$ cat config.mk
export PLATFORM = sky130hd
export DESIGN_NAME = matrix_scan_bcm
export DESIGN_NICKNAME = d
export VERILOG_FILES = /design/src/rtl/matrix_scan_bcm.sv
export SDC_FILE = /design/constraint.sdc
export NUM_CORES = 1
export LEC_CHECK = 0
export BUFFER_PORTS_ARGS = -buffer_cell sky130_fd_sc_hd__clkbuf_2
export CAP_MARGIN = 40
export CORE_ASPECT_RATIO = 0.8
export CORE_MARGIN = 10
export CORE_UTILIZATION = 45
export DETAILED_ROUTE_END_ITERATION = 10
export GPL_ROUTABILITY_DRIVEN = 1
export REMOVE_ABC_BUFFERS = 1
export SLEW_MARGIN = 10
export SYNTH_ARGS = -nofsm -noshare
export SYNTH_HDL_FRONTEND = slang
export SYNTH_SLANG_ARGS = --single-unit
$ cat constraint.sdc
create_clock -name clk_in -period 3.31 [get_ports clk_in]
set_input_delay 0.331 -clock clk_in [delete_from_list [all_inputs] [get_ports clk_in]]
set_output_delay 0.331 -clock clk_in [all_outputs]
set_load 0.02 [all_outputs]
$ cat src/rtl/matrix_scan_bcm.sv
// rtl/matrix_scan_bcm.sv - HUB75 LED matrix scan generator with binary-coded modulation
module matrix_scan_bcm #(
    parameter int COLUMNS      = 64,
    parameter int ROW_BITS     = 4,
    parameter int BCM_BITS     = 6,
    parameter int OE_UNIT      = 1,
    parameter int BLANK_CYCLES = 1
) (
    input  logic                       clk_in,
    input  logic                       reset,
    output logic [$clog2(COLUMNS)-1:0] column_address,
    output logic [ROW_BITS-1:0]        row_address,
    output logic [BCM_BITS-1:0]        brightness_mask,
    output logic [ROW_BITS-1:0]        display_row,
    output logic                       clk_pixel_en,
    output logic                       row_latch_en,
    output logic                       output_enable,
    output logic                       frame_start
);

    localparam int COL_W   = $clog2(COLUMNS);
    localparam int DISP_W  = $clog2(OE_UNIT) + BCM_BITS + 1;
    localparam int BLANK_W = $clog2(BLANK_CYCLES + 1);
    localparam logic [COL_W-1:0]   COL_LAST   = COL_W'(COLUMNS - 1);
    localparam logic [BLANK_W-1:0] BLANK_LOAD = BLANK_W'(BLANK_CYCLES - 1);

    typedef enum logic [1:0] {ST_SHIFT, ST_WAIT, ST_BLANK, ST_LATCH} state_t;

    state_t              state;
    logic [DISP_W-1:0]   disp_cnt;
    logic [DISP_W-1:0]   disp_next;
    logic [DISP_W-1:0]   plane_time;
    logic [BLANK_W-1:0]  blank_cnt;

    // Remaining on-time after the current cycle; a lit cycle consumes one unit
    always_comb begin
        disp_next = output_enable ? disp_cnt - DISP_W'(1) : disp_cnt;
    end

    // On-time of the plane about to be latched: OE_UNIT scaled by its bit weight
    always_comb begin
        plane_time = '0;
        for (int i = 0; i < BCM_BITS; i++) begin
            if (brightness_mask[i]) begin
                plane_time = DISP_W'(OE_UNIT) << i;
            end
        end
    end

    // Scan sequencer: every output is a register describing the current cycle
    always_ff @(posedge clk_in) begin
        if (reset) begin
            state           <= ST_SHIFT;
            column_address  <= COL_LAST;
            row_address     <= '0;
            display_row     <= '0;
            brightness_mask <= BCM_BITS'(1);
            disp_cnt        <= '0;
            blank_cnt       <= '0;
            clk_pixel_en    <= 1'b0;
            row_latch_en    <= 1'b0;
            output_enable   <= 1'b0;
            frame_start     <= 1'b0;
        end else begin
            row_latch_en <= 1'b0;
            frame_start  <= 1'b0;
            case (state)
                ST_SHIFT: begin
                    disp_cnt      <= disp_next;
                    output_enable <= (disp_next != '0);
                    if (!clk_pixel_en) begin
                        // Only seen right after reset: start shifting at the last column
                        clk_pixel_en <= 1'b1;
                    end else if (column_address != '0) begin
                        column_address <= column_address - COL_W'(1);
                    end else begin
                        clk_pixel_en <= 1'b0;
                        if (disp_next == '0) begin
                            state         <= ST_BLANK;
                            blank_cnt     <= BLANK_LOAD;
                            output_enable <= 1'b0;
                        end else begin
                            state <= ST_WAIT;
                        end
                    end
                end
                ST_WAIT: begin
                    disp_cnt <= disp_next;
                    if (disp_next == '0) begin
                        state         <= ST_BLANK;
                        blank_cnt     <= BLANK_LOAD;
                        output_enable <= 1'b0;
                    end else begin
                        output_enable <= 1'b1;
                    end
                end
                ST_BLANK: begin
                    output_enable <= 1'b0;
                    if (blank_cnt == '0) begin
                        state        <= ST_LATCH;
                        row_latch_en <= 1'b1;
                        frame_start  <= (row_address == '0) && (brightness_mask == BCM_BITS'(1));
                    end else begin
                        blank_cnt <= blank_cnt - BLANK_W'(1);
                    end
                end
                ST_LATCH: begin
                    state          <= ST_SHIFT;
                    display_row    <= row_address;
                    disp_cnt       <= plane_time;
                    output_enable  <= (plane_time != '0);
                    clk_pixel_en   <= 1'b1;
                    column_address <= COL_LAST;
                    // A corrupted mask restarts at plane 0 of the same row
                    if (!$onehot(brightness_mask)) begin
                        brightness_mask <= BCM_BITS'(1);
                    end else if (brightness_mask[BCM_BITS-1]) begin
                        brightness_mask <= BCM_BITS'(1);
                        row_address     <= row_address + ROW_BITS'(1);
                    end else begin
                        brightness_mask <= brightness_mask << 1;
                    end
                end
            endcase
        end
    end

endmodule

Yosys cells after proc, flatten, opt, wreduce, memory -nomap -nowiden
Cells that the tools add are included. Widths: inputs -> output; s select.

Logic and storage cells: 81. Bits in registers: 34. Output and inout port bits: 24. Input port bits: 2.

Bitwise operators: 1. Muxes and demuxes: 33. Equal/unequal tests: 10. Add/sub/neg operators: 9. Reductions and logical operators: 17.

Operator list (count): $mux 7 (6); $mux 6 (4); $pmux 7 s2 (1); $reduce_bool 7->1 (2); $mux 1 (12); $pmux 6 s2 (1); $mux 2 (5); $ne 2x2->1 const B (5); $reduce_and 3->1 (3); $pmux 2 s4 (1); $logic_not 7->1 (1); $sub 7x1->7 const B (1); $add 1x1->2 (3); $eq 6x1->1 const B (1); $reduce_bool 6->1 (1); $sub 6x1->6 const B (1); $add 4x1->4 const B (1); $eq 2x2->1 const B (2); $logic_not 4->1 (1); $pmux 1 s4 (1); $reduce_and 4->1 (1); $reduce_bool 2->1 (2); $reduce_or 2->1 (2); $add 2x2->3 (1); other kinds (11) (11).

Logic depth before layout (Yosys ltp)
Gate-level depths: netlist of the first run.

Depth after elaboration: 8. Gate-level depth with buffers: 12. Depth with buffers taken out: 11.

Worst setup path before layout of the first run
Ideal clock, no wire load.

Path kind: flip-flop to flip-flop. Start point: register brightness_mask[1]. End point: register row_address[3]. Setup time: 0.128 ns. Arrival: 3.047 ns. Path buffers: 1. Cell stages (with the launch flop): 13. Slack: 0.136 ns. Data required time: 3.182 ns. Clock period less this slack: 3.174 ns. Cells stage by stage: dfxtp_1 -> inv_1 -> fa_1 -> fa_1 -> inv_1 -> ha_1 -> fa_1 -> nor3b_1 -> and3_1 -> clkbuf_1 -> nand4_1 -> xor2_1 -> nor2_1.

Longest elaborated chain between the ends: 5.

Ends and longest elaborated chain: start: declaration (RTL line 13) `output logic [BCM_BITS-1:0] brightness_mask,`; start signal: assignment (RTL line 121) `brightness_mask <= brightness_mask << 1;`; $add 1x1->2 (not written as such) (RTL line 115) `if (!$onehot(brightness_mask)) begin`; $add 2x2->3 (not written as such) (RTL line 115); $add 3x2->3 (not written as such) (RTL line 115); $eq 3x1->1 (RTL line 115); $reduce_and 3->1 (no line); end signal: assignment (RTL line 119) `row_address <= row_address + ROW_BITS'(1);`; end: declaration (RTL line 12) `output logic [ROW_BITS-1:0] row_address,`.

No other way between the ends. A chain may end at the register's enable or synchronous reset.

Worst setup path in the final report of the first run
Ends and elaborated chain as after synthesis.

==> results of run 1 <==
-- final cells by class --
type / count / area share, %
Clock buffer: 7 / 4.03
Tap cell: 55 / 3.21
Sequential cell: 33 / 30.8
Inverter: 18 / 3.15
Timing Repair Buffer: 26 / 6.19
Multi-Input combinational cell: 149 / 52.6
-- placed cells by master, fill, tap and decap left out, types with 2 or more instances in the layout --
| cell type | n |
|---|---|
| sky130_fd_sc_hd__a2111oi_1 | 2 |
| sky130_fd_sc_hd__a21oi_1 | 11 |
| sky130_fd_sc_hd__a2bb2oi_1 | 5 |
| sky130_fd_sc_hd__a32oi_1 | 2 |
| sky130_fd_sc_hd__clkbuf_2 | 25 |
| sky130_fd_sc_hd__clkbuf_8 | 6 |
| sky130_fd_sc_hd__dfxtp_1 | 33 |
| sky130_fd_sc_hd__fa_1 | 3 |
| sky130_fd_sc_hd__ha_1 | 13 |
| sky130_fd_sc_hd__inv_1 | 18 |
| sky130_fd_sc_hd__mux2i_1 | 10 |
| sky130_fd_sc_hd__nand2_1 | 11 |
| sky130_fd_sc_hd__nand2b_1 | 6 |
| sky130_fd_sc_hd__nand3_1 | 5 |
| sky130_fd_sc_hd__nor2_1 | 30 |
| sky130_fd_sc_hd__nor2b_1 | 2 |
| sky130_fd_sc_hd__nor3_1 | 4 |
| sky130_fd_sc_hd__nor3b_2 | 2 |
| sky130_fd_sc_hd__o21a_1 | 2 |
| sky130_fd_sc_hd__o21ai_1 | 3 |
| sky130_fd_sc_hd__xnor2_1 | 8 |
| sky130_fd_sc_hd__xor2_1 | 3 |
-- path summary, 6_finish.rpt --
path	endpoint	slack (ps)	cells after the start
setup / recovery	row_address[3]	250	11
hold / removal	display_row[0]	500	2
setup reg to reg	row_address[3]	250	11
hold reg to reg	display_row[0]	500	2
-- kinds of logic after synthesis --
family / synth area share, %
adders and majority gates: 11.8
buffers and inverters: 5.76
muxes: 5.89
and+or+nand+nor: 22.2
xor gates and xnor gates: 5.10
DFF: 34.9
AOI/OAI and AO/OA: 14.4
-- routing by layer --
metal  wire length (µm)  GRT usage, %  vias up
li1                   -             -      757
met1               1980          14.7      717
met2               1810          17.7       33
met3                191          4.90        4
met4                 27          3.23        0
met5                  0             0        -
-- power groups by stage --
| stage | Combinational (W) | Clock, W | Sequential [W] |
|---|---|---|---|
| after detailed placement | 0.000648 | 0 | 0.000576 |
| after floorplan | 0.000520 | 0 | 0.000575 |
| after global routing | 0.000725 | 0.000333 | 0.000582 |
| after CTS | 0.000653 | 0.000314 | 0.000567 |
| final | 0.000655 | 0.000302 | 0.000570 |
| after global placement | 0.000633 | 0 | 0.000571 |
-- metrics by stage --
stage          instances  util (%)  hold WS, ps  power [W]
2_1_floorplan        200         -          400    0.00110
3_3_place_gp         281      52.2          474    0.00120
4_1_cts              288      54.4          502    0.00153
5_1_grt              288      54.6          538    0.00164
3_5_place_dp         281      52.2          487    0.00122
6_report             288      54.6          495    0.00153
-- synthesized netlist by cell type (all sizes together) (2+ instances only) --
cell | count | area, µm²
clkbuf | 8 | 30.0
inv | 18 | 67.6
a21oi | 11 | 55.1
nand2b | 6 | 37.5
nand4 | 2 | 27.5
a2bb2oi | 5 | 43.8
and3 | 3 | 23.8
a2111oi | 2 | 20.0
nor2b | 2 | 12.5
ha | 13 | 163
a32oi | 2 | 17.5
nand3 | 5 | 25.0
nor4 | 2 | 18.8
xnor2 | 8 | 70.1
nand2 | 11 | 41.3
mux2i | 10 | 100
nor2 | 30 | 113
fa | 3 | 60.1
dfxtp | 33 | 661
o21a | 2 | 15.0
o21ai | 5 | 28.8
xor2 | 3 | 26.3
nor3 | 4 | 20.0
nor3b | 3 | 27.5
-- critical path, delay by kind of cell (launching register included) --
family        cells  cell delay [ps]
fa+ha+maj         4             1600
simple gates      4              610
flops             1              410
buf+inv           2              160
xor+xnor          1              150
-- state kept, by name, indices dropped and copies added (netlist names) --
name and cells:
output_enable 1, display_row 4, disp_cnt 7, brightness_mask 6
row_address 4, state 2, column_address 6, row_latch_en 1
clk_pixel_en 1, frame_start 1
-- what timing repair did --
action / 4_1_cts / 5_1_grt
resized for setup: 0 / 2
endpoints found under the setup margin: 0 / 1
hold buffers: 0 / 0
hold endpoints to repair: 0 / 0
==> results.toml, run 1 <==
[run_status]
outcome = "complete, no violations"

[layout]
drive_above_1_share_pct = 19.7
layout_fillers = 382
antenna-diode-count = 0
area.sequential_um2 = 661
postLayoutCellArea_mm2 = 0.00214
flow.area_growth_from_synthesis_pct = 13.4
finalNetCount = 251
multiInputGateArea_mm2 = 0.00113

[placed_design]
instance_area_after_placement_mm2 = 0.00205
pre_cts_ws_ps = 199
port_buffers = 25
detailed_place_hpwl_mm = 2.97
routabilityCongestion = 0.804

[routing]
first_pass_iters = 4
post_drt_via_cell_ratio = 5.25
drc = 0
drt-initial-drc-count = 66
totalWireLength_mm = 4.01
final_antenna_net_count = 0
drt-wirelength-per-cell_um = 13.9
vias = 1511

[critical_path]
cp_data_required_time_ps = 3460
timing.critical_path.slowest_cell_delay_ps = 490
r2r-start = "brightness_mask[1]"
setup.worst_path.start_class = "flip-flop"
worst-path-max-fanout = 5
worst_setup_path_startpoint = "brightness_mask[1]"
critical-path-top-cell-by-count = "sky130_fd_sc_hd__fa_1"
worstPathCellList = "inv_1 -> fa_1 -> fa_1 -> inv_1 -> ha_1 -> fa_1 -> nor3b_2 -> and3_2 -> nand4_1 -> xor2_1 -> nor2_1"
crit_path_end_kind = "flip-flop"
slowest_stage = "sky130_fd_sc_hd__fa_1"
timing.setup.critical_path_class = "reg2reg"
worst-endpoint-arrival_ps = 3210

[timing]
clock-skew-final_ps = 5.25
timing.max_slew.rel_slack_pct = 52.9
clock.fmax_mhz = 327
final_cycle_utilization_of_the_critical_path_pct = 92.5
final.setup.tns_ps = 0
rsz0062_at_grt = "no"
period_minus_slack_ps = 3060
finalHoldViolations = 0
final-setup-viol-count = 0
worst-slew-pin-transition_ps = 700
final_max_slew_viol_count = 0
finalWorstSetupSlack_ps = 249

[pwr]
power_frac_comb_pct = 42.9
netSwitchingPower_w = 0.000586
power_frac_seq_pct = 37.3
cellLeakagePower_nw = 0.891
power_per_cell_area_mw_per_mm2 = 713
power.clock.fraction_pct = 19.8
irDropWorstVdd_uv = 301
sw_frac_of_total_pct = 38.3
intPower_w = 0.000942

[floorplan]
rows = 20
die_height_um = 78.0
num_io_pins = 26
start_util_pct = 48.1
dieArea_mm2 = 0.00721
die_width_um = 92.5
core-area_mm2 = 0.00393

[global_route]
grt_use_total_pct = 11.7
global_route.overflow_total = 0
antenna_found_initial = 0
largest_net_degree_at_the_start_of_global_routing = 28
vias_in_the_first_global_route = 1477
grt_first_pass_wirelength_mm = 6.92

[logic_synthesis]
syn_inst = 209
synth.avg_cell_area_um2 = 9.05
syn_area_mm2 = 0.00189
yosys.cell_types.count = 48
seq_area_frac_synth_pct = 34.9
yosys_register_bits = 33
ys_async_sr_fraction_pct = 0
ys_dominant_reg_cell = "sky130_fd_sc_hd__dfxtp_1"
number_of_flops_mapped_to_enable_cells_by_yosys = 0
synth-warning-count = 0

[clock_tree]
post_cts.repair.setup_buffers = 0
number_of_buffers_between_clock_root_and_the_deepest_sink = 2
cts_tree = "built"
clock_insertion_delay_worst_skew_ps = 280
cts_buffers = 5
cts.root.buffer_cell = "sky130_fd_sc_hd__clkbuf_8"
clkTransAtPathRegs_ps = 60
tritoncts_num_sinks = 33
h-tree-depth = 2

[flow_run]
drv.max_cap_violation_count = 0

[min_path]
worst_hold_path_type = "reg2reg"
min-delay-start = "display_row[0]"
Note: power is estimated with default switching activity, not from simulation.
==> run 2: changes to the inputs <==
==> constraint.sdc (replaced) <==
create_clock -name clk_in -period 3.7 [get_ports clk_in]
set_input_delay 0.37 -clock clk_in [delete_from_list [all_inputs] [get_ports clk_in]]
set_output_delay 0.37 -clock clk_in [all_outputs]
set_load 0.02 [all_outputs]
==> run 2 against run 1 <==
Compared with the run above:
- clock skew fell by 1.1 ps
- first-iteration DRC count rose by 53%
- non-clock buffer count did not move
- sequential cell count did not move
- utilization rose by 0.61 points
- critical path type unchanged
- sequential power fell by 11%
- clock-buffer cell count did not move
- register-to-register slack improved by 260 ps
- total power fell by 5.8%
- via count fell by 0.60%
==> results.toml, run 2 (same netlist as run 1, synthesis figures left out) <==
[floorplan]
dieArea_mm2 = 0.00721
die_width_um = 92.5
core-area_mm2 = 0.00393
die_height_um = 78.0
num_io_pins = 26
rows = 20
start_util_pct = 48.1

[routing]
vias = 1502
drt-initial-drc-count = 101
first_pass_iters = 4
drt-wirelength-per-cell_um = 14.2
final_antenna_net_count = 0
post_drt_via_cell_ratio = 5.20
totalWireLength_mm = 4.10
drc = 0

[pwr]
cellLeakagePower_nw = 0.904
sw_frac_of_total_pct = 36.5
power_frac_comb_pct = 40.6
power_per_cell_area_mw_per_mm2 = 664
netSwitchingPower_w = 0.000525
power_frac_seq_pct = 35.2
irDropWorstVdd_uv = 270
intPower_w = 0.000914
power.clock.fraction_pct = 24.2

[layout]
mostFrequentLayoutCell = "sky130_fd_sc_hd__dfxtp_1"
flow.area_growth_from_synthesis_pct = 14.6
finalNetCount = 251
layout_fillers = 367
antenna-diode-count = 0
registers.top_by_ff_count = "disp_cnt"
layout_common_cells = "sky130_fd_sc_hd__dfxtp_1, sky130_fd_sc_hd__nor2_1, sky130_fd_sc_hd__clkbuf_2"
largest_register_ffs = 7
drive_above_1_share_pct = 19.2
reg_top3 = "disp_cnt (7), brightness_mask (6), column_address (6)"
utilization_pct = 55.2

[clock_tree]
cts_resized = 0
tritoncts_num_sinks = 33
h-tree-depth = 2
cts_tree = "built"
post_cts.repair.setup_buffers = 0
cts_buffers = 5
clkTransAtPathRegs_ps = 70
clock_insertion_delay_worst_skew_ps = 280
cts.root.buffer_cell = "sky130_fd_sc_hd__clkbuf_8"
number_of_buffers_between_clock_root_and_the_deepest_sink = 2
cts.hold.buffers_added = 0

[critical_path]
worst-path-max-fanout = 5
cp_data_required_time_ps = 3840
crit_path_end_kind = "flip-flop"
worst-endpoint-arrival_ps = 3330
timing.setup.critical_path_class = "reg2reg"
setup.worst_path.start_class = "flip-flop"

[global_route]
grt_first_pass_wirelength_mm = 7.07
global_route.overflow_total = 0
vias_in_the_first_global_route = 1486
grt_use_total_pct = 11.9
antenna_found_initial = 0
largest_net_degree_at_the_start_of_global_routing = 28

[timing]
clock-skew-final_ps = 4.16
worst-slew-pin-transition_ps = 693
clock.fmax_mhz = 313
finalHoldViolations = 0
final.setup.tns_ps = 0
final-setup-viol-count = 0
timing.max_slew.rel_slack_pct = 53.4
rsz0062_at_grt = "no"
final_cycle_utilization_of_the_critical_path_pct = 86.2
hold-worst-slack_ps = 498
period_minus_slack_ps = 3190
final_max_slew_viol_count = 0

[placed_design]
detailed_place_hpwl_mm = 3.00
routabilityCongestion = 0.800
port_buffers = 25

[run_status]
outcome = "complete, no violations"

[flow_run]
drv.max_cap_violation_count = 0

[min_path]
worst_hold_path_type = "reg2reg"
## run 2: cell count changes in the layout (fill, tap and decap cells not counted)
cell	previous run	this run
sky130_fd_sc_hd__and3_1	1	2
sky130_fd_sc_hd__and3_2	1	0
sky130_fd_sc_hd__bufinv_16	0	1
sky130_fd_sc_hd__nor3b_1	1	2
sky130_fd_sc_hd__nor3b_2	2	1
## run 2: power by group through the flow
stage	Sequential, W	Clock [W]	Combinational (W)
floorplan	0.000515	0	0.000465
global placement	0.000510	0	0.000565
detailed placement	0.000514	0	0.000579
CTS	0.000506	0.000361	0.000585
global route	0.000522	0.000379	0.000653
finish	0.000507	0.000348	0.000584
## run 2: critical path, stage by stage (launching register included)
cell	delay, ps
sky130_fd_sc_hd__dfxtp_1	430
sky130_fd_sc_hd__inv_1	120
sky130_fd_sc_hd__fa_1	480
sky130_fd_sc_hd__fa_1	490
sky130_fd_sc_hd__inv_1	40
sky130_fd_sc_hd__ha_1	180
sky130_fd_sc_hd__fa_1	440
sky130_fd_sc_hd__nor3b_1	240
sky130_fd_sc_hd__and3_1	290
sky130_fd_sc_hd__nand4_1	140
sky130_fd_sc_hd__xor2_1	160
sky130_fd_sc_hd__nor2_1	50
## run 2: layer usage
metal	up-vias	global-route usage, %	routed length, µm
met1	705	15.6	2060
met3	4	3.65	132
met4	0	4.15	42
li1	763	-	-
met2	30	17.9	1860
met5	-	0	0
## run 2: through the flow
step                instance area (µm²)  setup slack, ps  total power, W  cells
floorplan                          1850              627        0.000980    200
global placement                   2050              682         0.00108    281
detailed placement                 2050              548         0.00109    281
CTS                                2170              513         0.00145    289
global route                       2170              318         0.00155    289
finish                             2170              510         0.00144    289
## run 2: layout make-up
cell class / count / area [µm²] / share of cell area, %
inverters: 18 / 67.6 / 3.12
clock buffers: 7 / 86.3 / 3.98
flip-flops and latches: 33 / 661 / 30.5
repair buffers: 26 / 133 / 6.12
well taps: 55 / 68.8 / 3.18
multi-input cells: 149 / 1120 / 51.7
clock inverters: 1 / 30.0 / 1.39
## run 2: worst paths after layout
check                                         from        endpoint  slack (ps)  cells past startpoint
worst max-delay path            brightness_mask[1]  row_address[3]         510                     11
worst min-delay path                display_row[0]  display_row[0]         500                      2
worst max register to register  brightness_mask[1]  row_address[3]         510                     11
worst min register to register      display_row[0]  display_row[0]         500                      2
